==> src/rtl/difficulty_pkg.sv <==
// difficulty_pkg: shared definitions for the difficulty level selector.
//   DEFAULT_NUM_LEVELS - default number of selectable levels
//   step_dir_e         - resolved step direction for one cycle
//   level_width()      - width of the level register for a level count
//   cnt_width()        - width of a counter that must hold the value n
package difficulty_pkg;

    localparam int DEFAULT_NUM_LEVELS = 4;

    typedef enum logic [1:0] {
        STEP_NONE = 2'd0,
        STEP_UP   = 2'd1,
        STEP_DOWN = 2'd2
    } step_dir_e;

    function automatic int level_width(input int n);
        return (n <= 2) ? 1 : $clog2(n);
    endfunction

    function automatic int cnt_width(input int n);
        return (n < 1) ? 1 : $clog2(n + 1);
    endfunction

endpackage

==> src/rtl/difficulty_ctrl_button_cond.sv <==
// button_cond: conditions one raw push button into a one-cycle step pulse.
// Optional feature macro: DIFFICULTY_DEBOUNCE_EN (adds a stable-time filter
// in front of the edge detector).
// Ports:
//   clk, reset  - clock, synchronous active-high reset
//   btn         - raw button input, active high
//   hold_other  - the other button's conditioned level; blocks auto-repeat
//   held        - conditioned (sampled/filtered) button level
//   step        - one-cycle step request (rising edge or auto-repeat)
module button_cond
    import difficulty_pkg::*;
#(
    parameter int REPEAT_CYCLES = 0
`ifdef DIFFICULTY_DEBOUNCE_EN
    , parameter int DEBOUNCE_CYCLES = 16
`endif
) (
    input  logic clk,
    input  logic reset,
    input  logic btn,
    input  logic hold_other,
    output logic held,
    output logic step
);

    localparam int RW = cnt_width(REPEAT_CYCLES);

    logic          s_q, s_d;
    logic          p_q;
    logic [RW-1:0] rpt_cnt_q, rpt_cnt_d;
    logic          edge_req, rpt_req;

`ifdef DIFFICULTY_DEBOUNCE_EN
    localparam int DW = cnt_width(DEBOUNCE_CYCLES);

    logic [DW-1:0] db_cnt_q, db_cnt_d;

    // The filtered value only follows the raw input once it has disagreed
    // for DEBOUNCE_CYCLES consecutive cycles; any agreement restarts the count.
    always_comb begin
        s_d      = s_q;
        db_cnt_d = '0;
        if (btn != s_q) begin
            if (db_cnt_q == DW'(DEBOUNCE_CYCLES - 1)) begin
                s_d = btn;
            end else begin
                db_cnt_d = db_cnt_q + DW'(1);
            end
        end
    end

    always_ff @(posedge clk) begin
        if (reset) begin
            db_cnt_q <= '0;
        end else begin
            db_cnt_q <= db_cnt_d;
        end
    end
`else
    always_comb begin
        s_d = btn;
    end
`endif

    // rpt_cnt_q == 0 means no repeat is armed. The edge step arms it at 1, so
    // the count equals the number of cycles since the last step; reaching
    // REPEAT_CYCLES fires a repeat. The period keeps running while the other
    // button is held, only the pulse itself is suppressed.
    always_comb begin
        edge_req  = s_q & ~p_q;
        rpt_cnt_d = '0;
        rpt_req   = 1'b0;
        if (REPEAT_CYCLES > 0) begin
            if (edge_req) begin
                rpt_cnt_d = RW'(1);
            end else if (s_q && (rpt_cnt_q != '0)) begin
                if (rpt_cnt_q == RW'(REPEAT_CYCLES)) begin
                    rpt_cnt_d = RW'(1);
                    rpt_req   = ~hold_other;
                end else begin
                    rpt_cnt_d = rpt_cnt_q + RW'(1);
                end
            end
        end
    end

    always_ff @(posedge clk) begin
        if (reset) begin
            s_q       <= 1'b0;
            p_q       <= 1'b0;
            rpt_cnt_q <= '0;
        end else begin
            s_q       <= s_d;
            p_q       <= s_q;
            rpt_cnt_q <= rpt_cnt_d;
        end
    end

    assign held = s_q;
    assign step = edge_req | rpt_req;

endmodule

==> src/rtl/difficulty_ctrl.sv <==
// difficulty_ctrl: up/down level selector driven by two push buttons.
// Optional feature macro: DIFFICULTY_DEBOUNCE_EN (debounce filter per button;
// DEBOUNCE_CYCLES is only meaningful when it is defined).
// Ports:
//   clk, reset  - clock, synchronous active-high reset
//   increment   - raw "up" button, active high
//   decrement   - raw "down" button, active high
//   level       - current level, 0..NUM_LEVELS-1
//   changed     - one-cycle pulse in the cycle after level changed
//   at_min      - level == 0
//   at_max      - level == NUM_LEVELS-1
module difficulty_ctrl
    import difficulty_pkg::*;
#(
    parameter int  NUM_LEVELS      = DEFAULT_NUM_LEVELS,
    parameter int  WRAP            = 1,
    parameter int  REPEAT_CYCLES   = 0,
    parameter int  DEBOUNCE_CYCLES = 16,
    localparam int LW              = level_width(NUM_LEVELS)
) (
    input  logic          clk,
    input  logic          reset,
    input  logic          increment,
    input  logic          decrement,
    output logic [LW-1:0] level,
    output logic          changed,
    output logic          at_min,
    output logic          at_max
);

    if (NUM_LEVELS < 2 || NUM_LEVELS > 256 || REPEAT_CYCLES < 0 ||
        DEBOUNCE_CYCLES < 1) begin : g_bad_params
        $error("difficulty_ctrl: parameter out of legal range");
    end

    localparam logic [LW-1:0] MAX_LEVEL = LW'(NUM_LEVELS - 1);

    logic      inc_held, dec_held;
    logic      inc_step, dec_step;
    step_dir_e dir;

    logic [LW-1:0] level_q, level_d;
    logic          changed_q, changed_d;

    button_cond #(
        .REPEAT_CYCLES   (REPEAT_CYCLES)
`ifdef DIFFICULTY_DEBOUNCE_EN
        , .DEBOUNCE_CYCLES (DEBOUNCE_CYCLES)
`endif
    ) u_inc (
        .clk        (clk),
        .reset      (reset),
        .btn        (increment),
        .hold_other (dec_held),
        .held       (inc_held),
        .step       (inc_step)
    );

    button_cond #(
        .REPEAT_CYCLES   (REPEAT_CYCLES)
`ifdef DIFFICULTY_DEBOUNCE_EN
        , .DEBOUNCE_CYCLES (DEBOUNCE_CYCLES)
`endif
    ) u_dec (
        .clk        (clk),
        .reset      (reset),
        .btn        (decrement),
        .hold_other (inc_held),
        .held       (dec_held),
        .step       (dec_step)
    );

    // Simultaneous up and down requests cancel. Comparing against MAX_LEVEL
    // (not the register's natural wrap) keeps non-power-of-two counts in range.
    always_comb begin
        dir = STEP_NONE;
        if (inc_step && !dec_step) begin
            dir = STEP_UP;
        end else if (dec_step && !inc_step) begin
            dir = STEP_DOWN;
        end

        level_d = level_q;
        case (dir)
            STEP_UP: begin
                if (level_q == MAX_LEVEL) begin
                    if (WRAP != 0) level_d = '0;
                end else begin
                    level_d = level_q + LW'(1);
                end
            end
            STEP_DOWN: begin
                if (level_q == '0) begin
                    if (WRAP != 0) level_d = MAX_LEVEL;
                end else begin
                    level_d = level_q - LW'(1);
                end
            end
            default: ;
        endcase

        changed_d = (level_d != level_q);
    end

    always_ff @(posedge clk) begin
        if (reset) begin
            level_q   <= '0;
            changed_q <= 1'b0;
        end else begin
            level_q   <= level_d;
            changed_q <= changed_d;
        end
    end

    assign level   = level_q;
    assign changed = changed_q;
    assign at_min  = (level_q == '0);
    assign at_max  = (level_q == MAX_LEVEL);

endmodule
==> config.mk <==
export PLATFORM = sky130hd
export DESIGN_NAME = difficulty_ctrl
export DESIGN_NICKNAME = d
export VERILOG_FILES = /design/src/rtl/difficulty_pkg.sv /design/src/rtl/difficulty_ctrl_button_cond.sv /design/src/rtl/difficulty_ctrl.sv
export SDC_FILE = /design/constraint.sdc
export NUM_CORES = 1
export LEC_CHECK = 0
export ABC_AREA = 0
export ABC_CLOCK_PERIOD_IN_PS = 2500
export BUFFER_PORTS_ARGS = -buffer_cell sky130_fd_sc_hd__buf_2
export CAP_MARGIN = 20
export CORE_AREA = 2 2 39 41
export CTS_CLUSTER_SIZE = 28
export DETAILED_ROUTE_END_ITERATION = 10
export DIE_AREA = 0 0 41 43
export SYNTH_ARGS = -nofsm -noshare
export SYNTH_HDL_FRONTEND = slang
export SYNTH_SLANG_ARGS = --single-unit
==> constraint.sdc <==
create_clock -name clk -period 2.5 [get_ports clk]
set_input_delay 0.25 -clock clk [delete_from_list [all_inputs] [get_ports clk]]
set_output_delay 0.25 -clock clk [all_outputs]
set_load 0.005 [all_outputs]
==> results.py, run 1 <==
metrics = {
    "timing": {
        "setup_tns_ns": 0,
        "relSlewSlack_pct": 81.6,
        "worst_slack_ns": 0.981,
        "tightest_slew_ns": 0.273,
        "rsz0062_at_grt": "false",
        "max_clock_freq_ghz": 0.659,
        "slew_viol_final": 0,
        "fin_worst_skew_ns": 0.00227,
        "post-route-min-period_ns": 1.52,
        "holdWs_ns": 0.215,
        "setup_viol": 0,
        "finalHoldViolations": 0,
        "finalCritPeriodShare_pct": 60.7,
    },
    "drt": {
        "drc": 0,
        "wl_per_cell_um": 8.19,
        "ant_nets": 0,
        "drt_wl_total_um": 516,
        "viasPerCell": 4.13,
        "drtIter0Drc": 1,
        "dr.pass1.iters": 4,
        "vias": 260,
    },
    "cells_and_area": {
        "fillCellCount": 159,
        "fin_util_pct": 30.7,
        "syn_to_final_growth_pct": 25.6,
        "diodes": 0,
        "drive_gt1_share_pct": 27.7,
        "multiInputGateArea_um2": 183,
        "final-seq-area_um2": 140,
        "layout.nets": 56,
    },
    "synthesis": {
        "avgSynthCellArea_um2": 9.65,
        "syn-num-nets": 43,
        "yosys_warnings": 0,
        "syn_area_um2": 338,
        "synth_seq_area_share_pct": 41.5,
        "yosysUniqueCellTypes": 16,
        "synthCells": 35,
        "ys_ff_latch": 7,
    },
    "clock_tree": {
        "post-cts-setup-buffer-count": 0,
        "cts_hold_buf": 0,
        "ctsLongestPathBuffers": 2,
        "clkLatencyLatePin_ns": 0.24,
        "cts_tree": "yes",
        "postCtsResizedCells": 0,
        "clockRootBuffer": "clkbuf_4",
        "cts_sinks": 7,
        "clk_pin_slew_ns": 0.05,
        "cts_made_buffers": 3,
        "h-tree-depth": 1,
    },
    "worst_setup_path": {
        "crit_required_ns": 2.67,
        "critPathMaxFanout": 8,
        "cp-start-kind": "register",
        "r2r_start": "level[0]",
        "cpLargestDelayFamily": "flip-flops",
        "worstSetupStartpoint": "level[0]",
        "worstPathCellList": "inv_1 > ha_1 > mux2_4 > xnor2_1 > a211oi_2",
        "cp.buffers_inverters": 1,
        "endpoint_kind": "register",
        "cp_slowest_cell": "dfxtp_1",
        "cp.arrival_ns": 1.68,
        "slowest_delay_ns": 0.44,
        "timing_worst_setup_path_type": "register to register",
    },
    "floorplan": {
        "core_region_area_um2": 1380,
        "dieArea_um2": 1760,
        "start_util_pct": 24.4,
        "die_h_um": 43,
        "io_pins": 9,
        "rows": 14,
        "dieWidth_um": 41,
    },
    "global_routing": {
        "grt_pass1_vias": 234,
        "grt_remaining_overflow": 0,
        "grt_use_total_pct": 8.27,
        "grt_start_max_net_pins": 9,
        "grt_pass1_wl_um": 903,
        "antenna_found_initial": 0,
    },
    "power": {
        "worst_ir_drop_vdd_mv": 0.296,
        "p_switching_uw": 64.8,
        "leakage_nw": 0.199,
        "combPwrFrac_pct": 17.4,
        "switching_share_pct": 24.1,
        "pwr_density_cell_nw_per_um2": 634,
        "p_clk_share_pct": 36.3,
        "p_seq_share_pct": 46.3,
        "power_uw": 269,
        "intPower_uw": 204,
    },
    "worst_hold_path": {
        "min_path_type": "input pin to register",
        "hp-start": "decrement",
    },
    "placed_design": {
        "numPortBuffers": 8,
        "dp_hpwl_um": 418,
        "dp_slack_ns": 0.976,
        "gp_congestion": 0.636,
    },
    "status": {
        "status": "finished clean",
    },
    "job": {
        "max_cap_viol_count": 0,
    },
}
cells by family (layout without fill, tap and decap cells):
kind of cell / after synthesis / count (layout) / synth area share (%)
simple gates: 13 / 13 / 20.7
fa+ha+maj: 4 / 4 / 14.8
buf+inv: 4 / 16 / 4.44
flops: 7 / 7 / 41.5
mux: 1 / 1 / 4.44
compound gates: 5 / 5 / 11.5
xor+xnor: 1 / 1 / 2.59
final timing paths:
kind | endpoint | slack (ns) | cells after the start
setup / recovery | changed | 0.98 | 5
hold / removal | u_dec.held | 0.21 | 2
setup reg to reg | changed | 0.98 | 5
hold reg to reg | u_inc.p_q | 0.47 | 1
worst reg2reg max path: cells and delay by family (launching register included):
kind	cells	cell delay (ns)
AOI/OAI and AO/OA	1	0.17
DFF	1	0.44
buffers and inverters	1	0.08
xor gates and xnor gates	1	0.13
muxes	1	0.31
adders and majority gates	1	0.31
per-stage QoR:
stage	instances	area, µm²
2_1_floorplan	35	338
3_3_place_gp	59	398
3_5_place_dp	59	398
4_1_cts	63	424
5_1_grt	63	424
6_report	63	424
cell type report:
| class | instances | area share, % |
|---|---|---|
| inverter | 4 | 3.54 |
| tap | 16 | 4.72 |
| clock buffer | 4 | 6.19 |
| sequential | 7 | 33.0 |
| multi-input combinational | 24 | 43.1 |
| timing repair buffer | 8 | 9.44 |
state kept, by name, summed over array words and instances, names as in the netlist:
name,cells
changed,1
u_inc.held,1
u_dec.p_q,1
level,2
u_inc.p_q,1
u_dec.held,1
routing by layer:
layer | GRT usage [%] | wire length [µm] | part of all wire, %
met5 | 0 | 0 | 0
met4 | 8.00 | 0 | 0
met3 | 4.71 | 28 | 5.4
met2 | 9.06 | 238 | 46
met1 | 10.4 | 249 | 48
layout by cell type, fill, tap and decap left out:
master,Yosys,layout
clkbuf_4,0,3
buf_2,0,8
mux2_4,1,1
a211oi_1,1,1
clkbuf_1,0,1
nand2_1,2,2
nand2b_1,2,2
dfxtp_1,7,7
nor2_1,2,2
inv_1,4,4
and2_1,1,1
xnor2_1,1,1
o31ai_1,1,1
a31oi_1,1,1
o21ai_1,1,1
ha_1,4,4
nor2b_1,5,5
nand3_1,1,1
a211oi_2,1,1
cells in the mapped netlist (all sizes together):
library cell | count | area (µm²)
a211oi | 2 | 20.0
ha | 4 | 50.1
nor2b | 5 | 31.3
o31ai | 1 | 7.51
nand3 | 1 | 5.00
nor2 | 2 | 7.51
xnor2 | 1 | 8.76
a31oi | 1 | 6.26
and2 | 1 | 6.26
inv | 4 | 15.0
nand2b | 2 | 12.5
o21ai | 1 | 5.00
mux2 | 1 | 15.0
dfxtp | 7 | 140
nand2 | 2 | 7.51
power groups by stage:
stage	clock network (mW)	logic [mW]	registers, mW
6_report	0.0977	0.0468	0.124
2_1_floorplan	0	0.0323	0.126
5_1_grt	0.114	0.0532	0.126
4_1_cts	0.106	0.0477	0.125
3_5_place_dp	0	0.0475	0.127
3_3_place_gp	0	0.0467	0.127
Note: power is estimated with default switching activity, not from simulation.
==> run 2: changes to the inputs <==
--- a/config.mk
+++ b/config.mk
@@ -5,8 +5,8 @@
 export SDC_FILE = /design/constraint.sdc
 export NUM_CORES = 1
 export LEC_CHECK = 0
-export ABC_AREA = 0
-export ABC_CLOCK_PERIOD_IN_PS = 2500
+export ABC_AREA = 1
+export ABC_CLOCK_PERIOD_IN_PS = 1450
 export BUFFER_PORTS_ARGS = -buffer_cell sky130_fd_sc_hd__buf_2
 export CAP_MARGIN = 20
 export CORE_AREA = 2 2 39 41
==> constraint.sdc (replaced) <==
create_clock -name clk -period 1.45 [get_ports clk]
set_input_delay 0.145 -clock clk [delete_from_list [all_inputs] [get_ports clk]]
set_output_delay 0.145 -clock clk [all_outputs]
set_load 0.005 [all_outputs]
==> run 2 against run 1 <==
Non-clock buffer count up 2. Via count is 25% higher. Wire length rose by 15%. Clock-buffer cell count unchanged. Critical path type unchanged.
==> results.py, run 2 <==
metrics = {
    "worst_setup_path": {
        "crit_required_ns": 1.58,
        "endpoint_kind": "register",
        "cp-start-kind": "register",
        "timing_worst_setup_path_type": "register to register",
        "cp.arrival_ns": 1.46,
        "critPathMaxFanout": 6,
    },
    "clock_tree": {
        "post-cts-setup-buffer-count": 0,
        "ctsLongestPathBuffers": 2,
        "cts_made_buffers": 3,
        "cts_tree": "yes",
        "cts_sinks": 7,
        "clockRootBuffer": "clkbuf_4",
        "clkLatencyLatePin_ns": 0.24,
        "cts_hold_buf": 0,
        "clk_pin_slew_ns": 0.05,
        "postCtsResizedCells": 0,
        "h-tree-depth": 1,
    },
    "synthesis": {
        "synthAdderAreaFrac_pct": 14.1,
        "synth-edff-count": 0,
        "avgSynthCellArea_um2": 7.25,
        "async_flop_share_pct": 0,
        "synthMuxAreaShare_pct": 0,
        "netlist_top_cells_count": "inv_1, nor2_1, dfxtp_1, nand2_1",
        "synth_xor_area_share_pct": 0,
        "synth_flop_cell": "dfxtp_1",
        "synthTopCellsByArea": "dfxtp_1, ha_1, inv_1",
        "syn-num-nets": 57,
        "synth_seq_area_share_pct": 39.4,
        "syn_area_um2": 355,
        "synth-compound-area-share_pct": 8.80,
        "synth_top_family_by_area": "simple AND/OR/NAND/NOR gates",
        "synth_area_leader_cell": "dfxtp_1",
        "yosys_warnings": 0,
        "yosysUniqueCellTypes": 13,
        "synthCells": 49,
        "ys_ff_latch": 7,
        "synth_top_area_share_pct": 39.4,
        "synth.most_common_cell": "inv_1",
        "synthSimpleGateAreaFrac_pct": 23.9,
    },
    "cells_and_area": {
        "final_cell_mix": "inv_1, nor2_1, buf_2, dfxtp_1, nand2_1",
        "fillCellCount": 169,
        "diodes": 0,
        "drive_gt1_share_pct": 28.6,
        "syn_to_final_growth_pct": 28.5,
        "layout.nets": 72,
        "largest_register_ff_count": 2,
        "final_common_cell": "inv_1",
    },
    "global_routing": {
        "grt_pass1_vias": 305,
        "antenna_found_initial": 0,
        "grt_start_max_net_pins": 8,
        "grt_remaining_overflow": 0,
        "grt_use_total_pct": 8.94,
        "grt_pass1_wl_um": 1020,
    },
    "placed_design": {
        "dp_hpwl_um": 507,
        "numPortBuffers": 8,
        "gp_congestion": 0.711,
    },
    "power": {
        "leakage_nw": 0.246,
        "pwr_density_cell_nw_per_um2": 1030,
        "worst_ir_drop_vdd_mv": 0.407,
        "power_uw": 469,
    },
    "drt": {
        "drt_wl_total_um": 594,
        "dr.pass1.iters": 1,
        "vias": 326,
        "viasPerCell": 4.13,
        "ant_nets": 0,
        "drtIter0Drc": 0,
        "drc": 0,
        "wl_per_cell_um": 7.52,
    },
    "floorplan": {
        "dieArea_um2": 1760,
        "start_util_pct": 25.7,
        "rows": 14,
        "die_h_um": 43,
        "core_region_area_um2": 1380,
        "io_pins": 9,
        "dieWidth_um": 41,
    },
    "timing": {
        "tightest_slew_ns": 0.152,
        "holdWs_ns": 0.105,
        "rsz0062_at_grt": "false",
        "setup_viol": 0,
        "finalHoldViolations": 0,
        "slew_viol_final": 0,
        "setup_tns_ns": 0,
        "finalCritPeriodShare_pct": 91.4,
        "post-route-min-period_ns": 1.32,
        "max_clock_freq_ghz": 0.755,
        "relSlewSlack_pct": 89.8,
        "fin_worst_skew_ns": 0.00216,
    },
    "worst_hold_path": {
        "min_path_type": "input pin to register",
    },
    "status": {
        "status": "finished clean",
    },
    "job": {
        "max_cap_viol_count": 0,
    },
}
run 2: cell families after synthesis:
| family | Yosys count |
|---|---|
| buffers and inverters | 13 |
| DFF | 7 |
| and+or+nand+nor | 20 |
| adders and majority gates | 4 |
| AOI/OAI and AO/OA | 5 |
run 2: final timing paths:
kind	from	to	slack [ns]	depth (start not counted)
worst max-delay path	u_inc.held	changed	0.13	9
worst min-delay path	increment	u_inc.held	0.10	3
worst max register to register	u_inc.held	changed	0.13	9
worst min register to register	u_inc.held	u_inc.p_q	0.43	2
run 2: worst max-delay path, stage by stage, from the launching register on:
cell and delay (ns):
dfxtp_1 0.30, inv_1 0.04, nor2_1 0.13, inv_1 0.06, ha_1 0.32, inv_2 0.07, o211ai_1 0.08, nand2_1 0.07
nor2_1 0.09, nor2_1 0.04
run 2: where the power goes:
part	total [mW]	switching (mW)	leakage, nW	internal [mW]
registers	0.208	0.00330	0.0576	0.205
logic	0.0916	0.0532	0.174	0.0384
clock network	0.169	0.0649	0.0150	0.105
total	0.469	0.121	0.246	0.348
run 2: metrics by stage:
step	utilization [%]	cells	setup WS, ns	instance area [µm²]
global route	33.0	79	0.00272	457
global placement	31.1	75	0.164	430
CTS	33.0	79	0.114	457
floorplan	-	49	0.208	355
finish	33.0	79	0.125	457
detailed placement	31.1	75	0.140	430
run 2: area by class of cell:
cell class,count,area [µm²],share of cell area [%]
clock buffer,4,26.3,5.75
sequential,7,140,30.7
timing repair buffer,10,55.1,12.1
tap,16,20.0,4.38
multi-input combinational,29,166,36.4
inverter,13,48.8,10.7
run 2: metal layers:
metal | up-vias | wire length (µm) | GRT usage (%)
li1 | 177 | - | -
met1 | 144 | 232 | 7.72
met3 | 0 | 15 | 3.14
met5 | - | 0 | 0
met4 | 0 | 0 | 8.00
met2 | 5 | 345 | 14.7
==> run 3: changes to the inputs <==
--- a/config.mk
+++ b/config.mk
@@ -6,7 +6,7 @@
 export NUM_CORES = 1
 export LEC_CHECK = 0
 export ABC_AREA = 1
-export ABC_CLOCK_PERIOD_IN_PS = 1450
+export ABC_CLOCK_PERIOD_IN_PS = 1300
 export BUFFER_PORTS_ARGS = -buffer_cell sky130_fd_sc_hd__buf_2
 export CAP_MARGIN = 20
 export CORE_AREA = 2 2 39 41
@@ -15,4 +15,5 @@
 export DIE_AREA = 0 0 41 43
 export SYNTH_ARGS = -nofsm -noshare
 export SYNTH_HDL_FRONTEND = slang
+export SYNTH_HIERARCHICAL = 1
 export SYNTH_SLANG_ARGS = --single-unit
==> constraint.sdc (replaced) <==
create_clock -name clk -period 1.3 [get_ports clk]
set_input_delay 0.13 -clock clk [delete_from_list [all_inputs] [get_ports clk]]
set_output_delay 0.13 -clock clk [all_outputs]
set_load 0.005 [all_outputs]
==> run 3 against run 2 <==
Clock skew up 0.0038 ns. Maximum frequency grew 4.9%. Register-to-register slack got worse by 0.09 ns. Die area is the same. Clock power up 14%. Synthesized cell count unchanged. Sequential cell count did not move. Total power is 19% higher. First-iteration DRC count rose by 3. Hold slack worse by 0.031 ns.
==> results.py, run 3 <==
metrics = {
    "timing": {
        "holdWs_ns": 0.0734,
        "rsz0062_at_grt": "true",
        "slew_viol_final": 0,
        "setup_tns_ns": 0,
        "tightest_slew_ns": 0.147,
        "max_clock_freq_ghz": 0.792,
        "fin_worst_skew_ns": 0.00599,
        "finalCritPeriodShare_pct": 97.1,
        "post-route-min-period_ns": 1.26,
        "setup_viol": 0,
        "finalHoldViolations": 0,
        "relSlewSlack_pct": 90.2,
    },
    "drt": {
        "drc": 0,
        "drtIter0Drc": 3,
        "ant_nets": 0,
        "drt_wl_total_um": 684,
        "viasPerCell": 4.20,
        "vias": 336,
        "dr.pass1.iters": 4,
        "wl_per_cell_um": 8.55,
    },
    "synthesis": {
        "avgSynthCellArea_um2": 7.30,
        "synthTopCellsByArea": "dfxtp_1, ha_1, inv_1",
        "synth_area_leader_cell": "dfxtp_1",
        "yosysUniqueCellTypes": 13,
        "synthCells": 49,
        "syn_area_um2": 358,
        "async_flop_share_pct": 0,
        "syn-num-nets": 57,
        "netlist_top_cells_count": "inv_1, nor2_1, dfxtp_1, nand2_1",
        "yosys_warnings": 6,
        "synth.most_common_cell": "inv_1",
        "synth-edff-count": 0,
        "synth_top_area_share_pct": 39.2,
        "ys_ff_latch": 7,
        "synth_seq_area_share_pct": 39.2,
        "synth_flop_cell": "dfxtp_1",
    },
    "clock_tree": {
        "ctsLongestPathBuffers": 2,
        "cts_made_buffers": 3,
        "clk_pin_slew_ns": 0.06,
        "clkLatencyLatePin_ns": 0.25,
        "clockRootBuffer": "clkbuf_4",
        "h-tree-depth": 1,
        "cts_hold_buf": 0,
        "cts_sinks": 7,
        "cts_tree": "yes",
    },
    "power": {
        "combPwrFrac_pct": 23.5,
        "p_switching_uw": 157,
        "leakage_nw": 0.253,
        "p_clk_share_pct": 34.5,
        "intPower_uw": 402,
        "p_seq_share_pct": 42.0,
        "pwr_density_cell_nw_per_um2": 1080,
        "worst_ir_drop_vdd_mv": 0.522,
        "switching_share_pct": 28.1,
    },
    "worst_setup_path": {
        "r2r_start": "u_inc/held",
        "timing_worst_setup_path_type": "register to register",
        "cp-start-kind": "register",
        "cp.arrival_ns": 1.40,
        "endpoint_kind": "register",
        "worstSetupStartpoint": "u_inc/held",
        "critPathMaxFanout": 6,
        "crit_required_ns": 1.44,
    },
    "global_routing": {
        "antenna_found_initial": 0,
        "grt_use_total_pct": 8.76,
        "grt_pass1_wl_um": 966,
        "grtUsageMet3_pct": 3.14,
        "grt_pass1_vias": 268,
        "gr-usage-met2_pct": 13.4,
        "grt_start_max_net_pins": 8,
        "grt-busiest-layer": "met2",
        "grt_remaining_overflow": 0,
        "grt_util_met1_pct": 8.44,
    },
    "cells_and_area": {
        "syn_to_final_growth_pct": 44.1,
        "fin_util_pct": 37.3,
        "final_common_cell": "buf_2",
        "diodes": 0,
        "final_cell_mix": "buf_2, inv_2, inv_1, nor2_1",
        "fillCellCount": 150,
        "drive_gt1_share_pct": 50.0,
        "multiInputGateArea_um2": 211,
        "largest_register_ff_count": 2,
        "final-seq-area_um2": 143,
        "layout.nets": 73,
    },
    "status": {
        "status": "finished clean",
    },
    "placed_design": {
        "gp_congestion": 0.680,
        "dp_hpwl_um": 506,
        "numPortBuffers": 8,
    },
    "floorplan": {
        "dieWidth_um": 41,
        "io_pins": 9,
        "core_region_area_um2": 1380,
        "die_h_um": 43,
        "dieArea_um2": 1760,
        "rows": 14,
        "start_util_pct": 25.9,
    },
    "job": {
        "max_cap_viol_count": 0,
    },
    "worst_hold_path": {
        "min_path_type": "input pin to register",
        "hp-start": "increment",
    },
}
[run 3: cells by family (layout without fill, tap and decap cells)]
| family | count (synthesis) | count (layout) | share of synthesized area (%) |
|---|---|---|---|
| buffers and inverters | 13 | 28 | 13.6 |
| AOI/OAI and AO/OA | 5 | 5 | 8.74 |
| and+or+nand+nor | 20 | 20 | 24.5 |
| DFF | 7 | 7 | 39.2 |
| adders and majority gates | 4 | 4 | 14.0 |
[run 3: layout make-up]
cell class / count / area share [%]
Clock buffer: 3 / 4.37
Clock inverter: 1 / 0.971
Inverter: 13 / 9.95
Multi-Input combinational cell: 29 / 41.0
Sequential cell: 7 / 27.7
Tap cell: 16 / 3.88
Timing Repair Buffer: 11 / 12.1
[run 3: worst paths after layout]
path | end | slack (ns) | cells past startpoint
max | changed | 0.04 | 9
max reg2reg | changed | 0.04 | 9
min reg2reg | u_inc/p_q | 0.45 | 2
min | u_inc/held | 0.07 | 3
[run 3: worst max-delay path, cell delays in order (launching register included)]
cell,delay (ns)
dfxtp_2,0.32
inv_2,0.04
nor2_4,0.11
inv_2,0.05
ha_4,0.27
inv_4,0.04
o211ai_1,0.08
nand2_1,0.08
nor2_1,0.11
nor2_1,0.05
[run 3: stage by stage]
stage	cell area, µm²	total power [mW]	instances	worst slack, ns
6_report	515	0.559	80	0.0374
5_1_grt	515	0.605	80	-0.0353
4_1_cts	490	0.558	80	0.00237
3_5_place_dp	440	0.348	76	-0.0357
3_3_place_gp	440	0.345	76	-0.00159
2_1_floorplan	358	0.307	49	0.0474
[run 3: power by group through the flow]
stage	combinational (mW)	clock [mW]	sequential [mW]
finish	0.131	0.193	0.235
global route	0.144	0.225	0.236
CTS	0.119	0.206	0.233
detailed placement	0.112	0	0.237
global placement	0.109	0	0.236
floorplan	0.0669	0	0.240
[run 3: what timing repair did]
action	CTS	global route
endpoints found under the setup margin	1	1
pin swaps	1	6
gates resized for setup	5	9
setup buffers	0	0
[run 3: per-layer routing]
metal / part of all wire (%) / vias up
li1: - / 179
met1: 38 / 148
met2: 58 / 7
met3: 2.8 / 2
met4: 0.73 / 0
met5: 0 / -
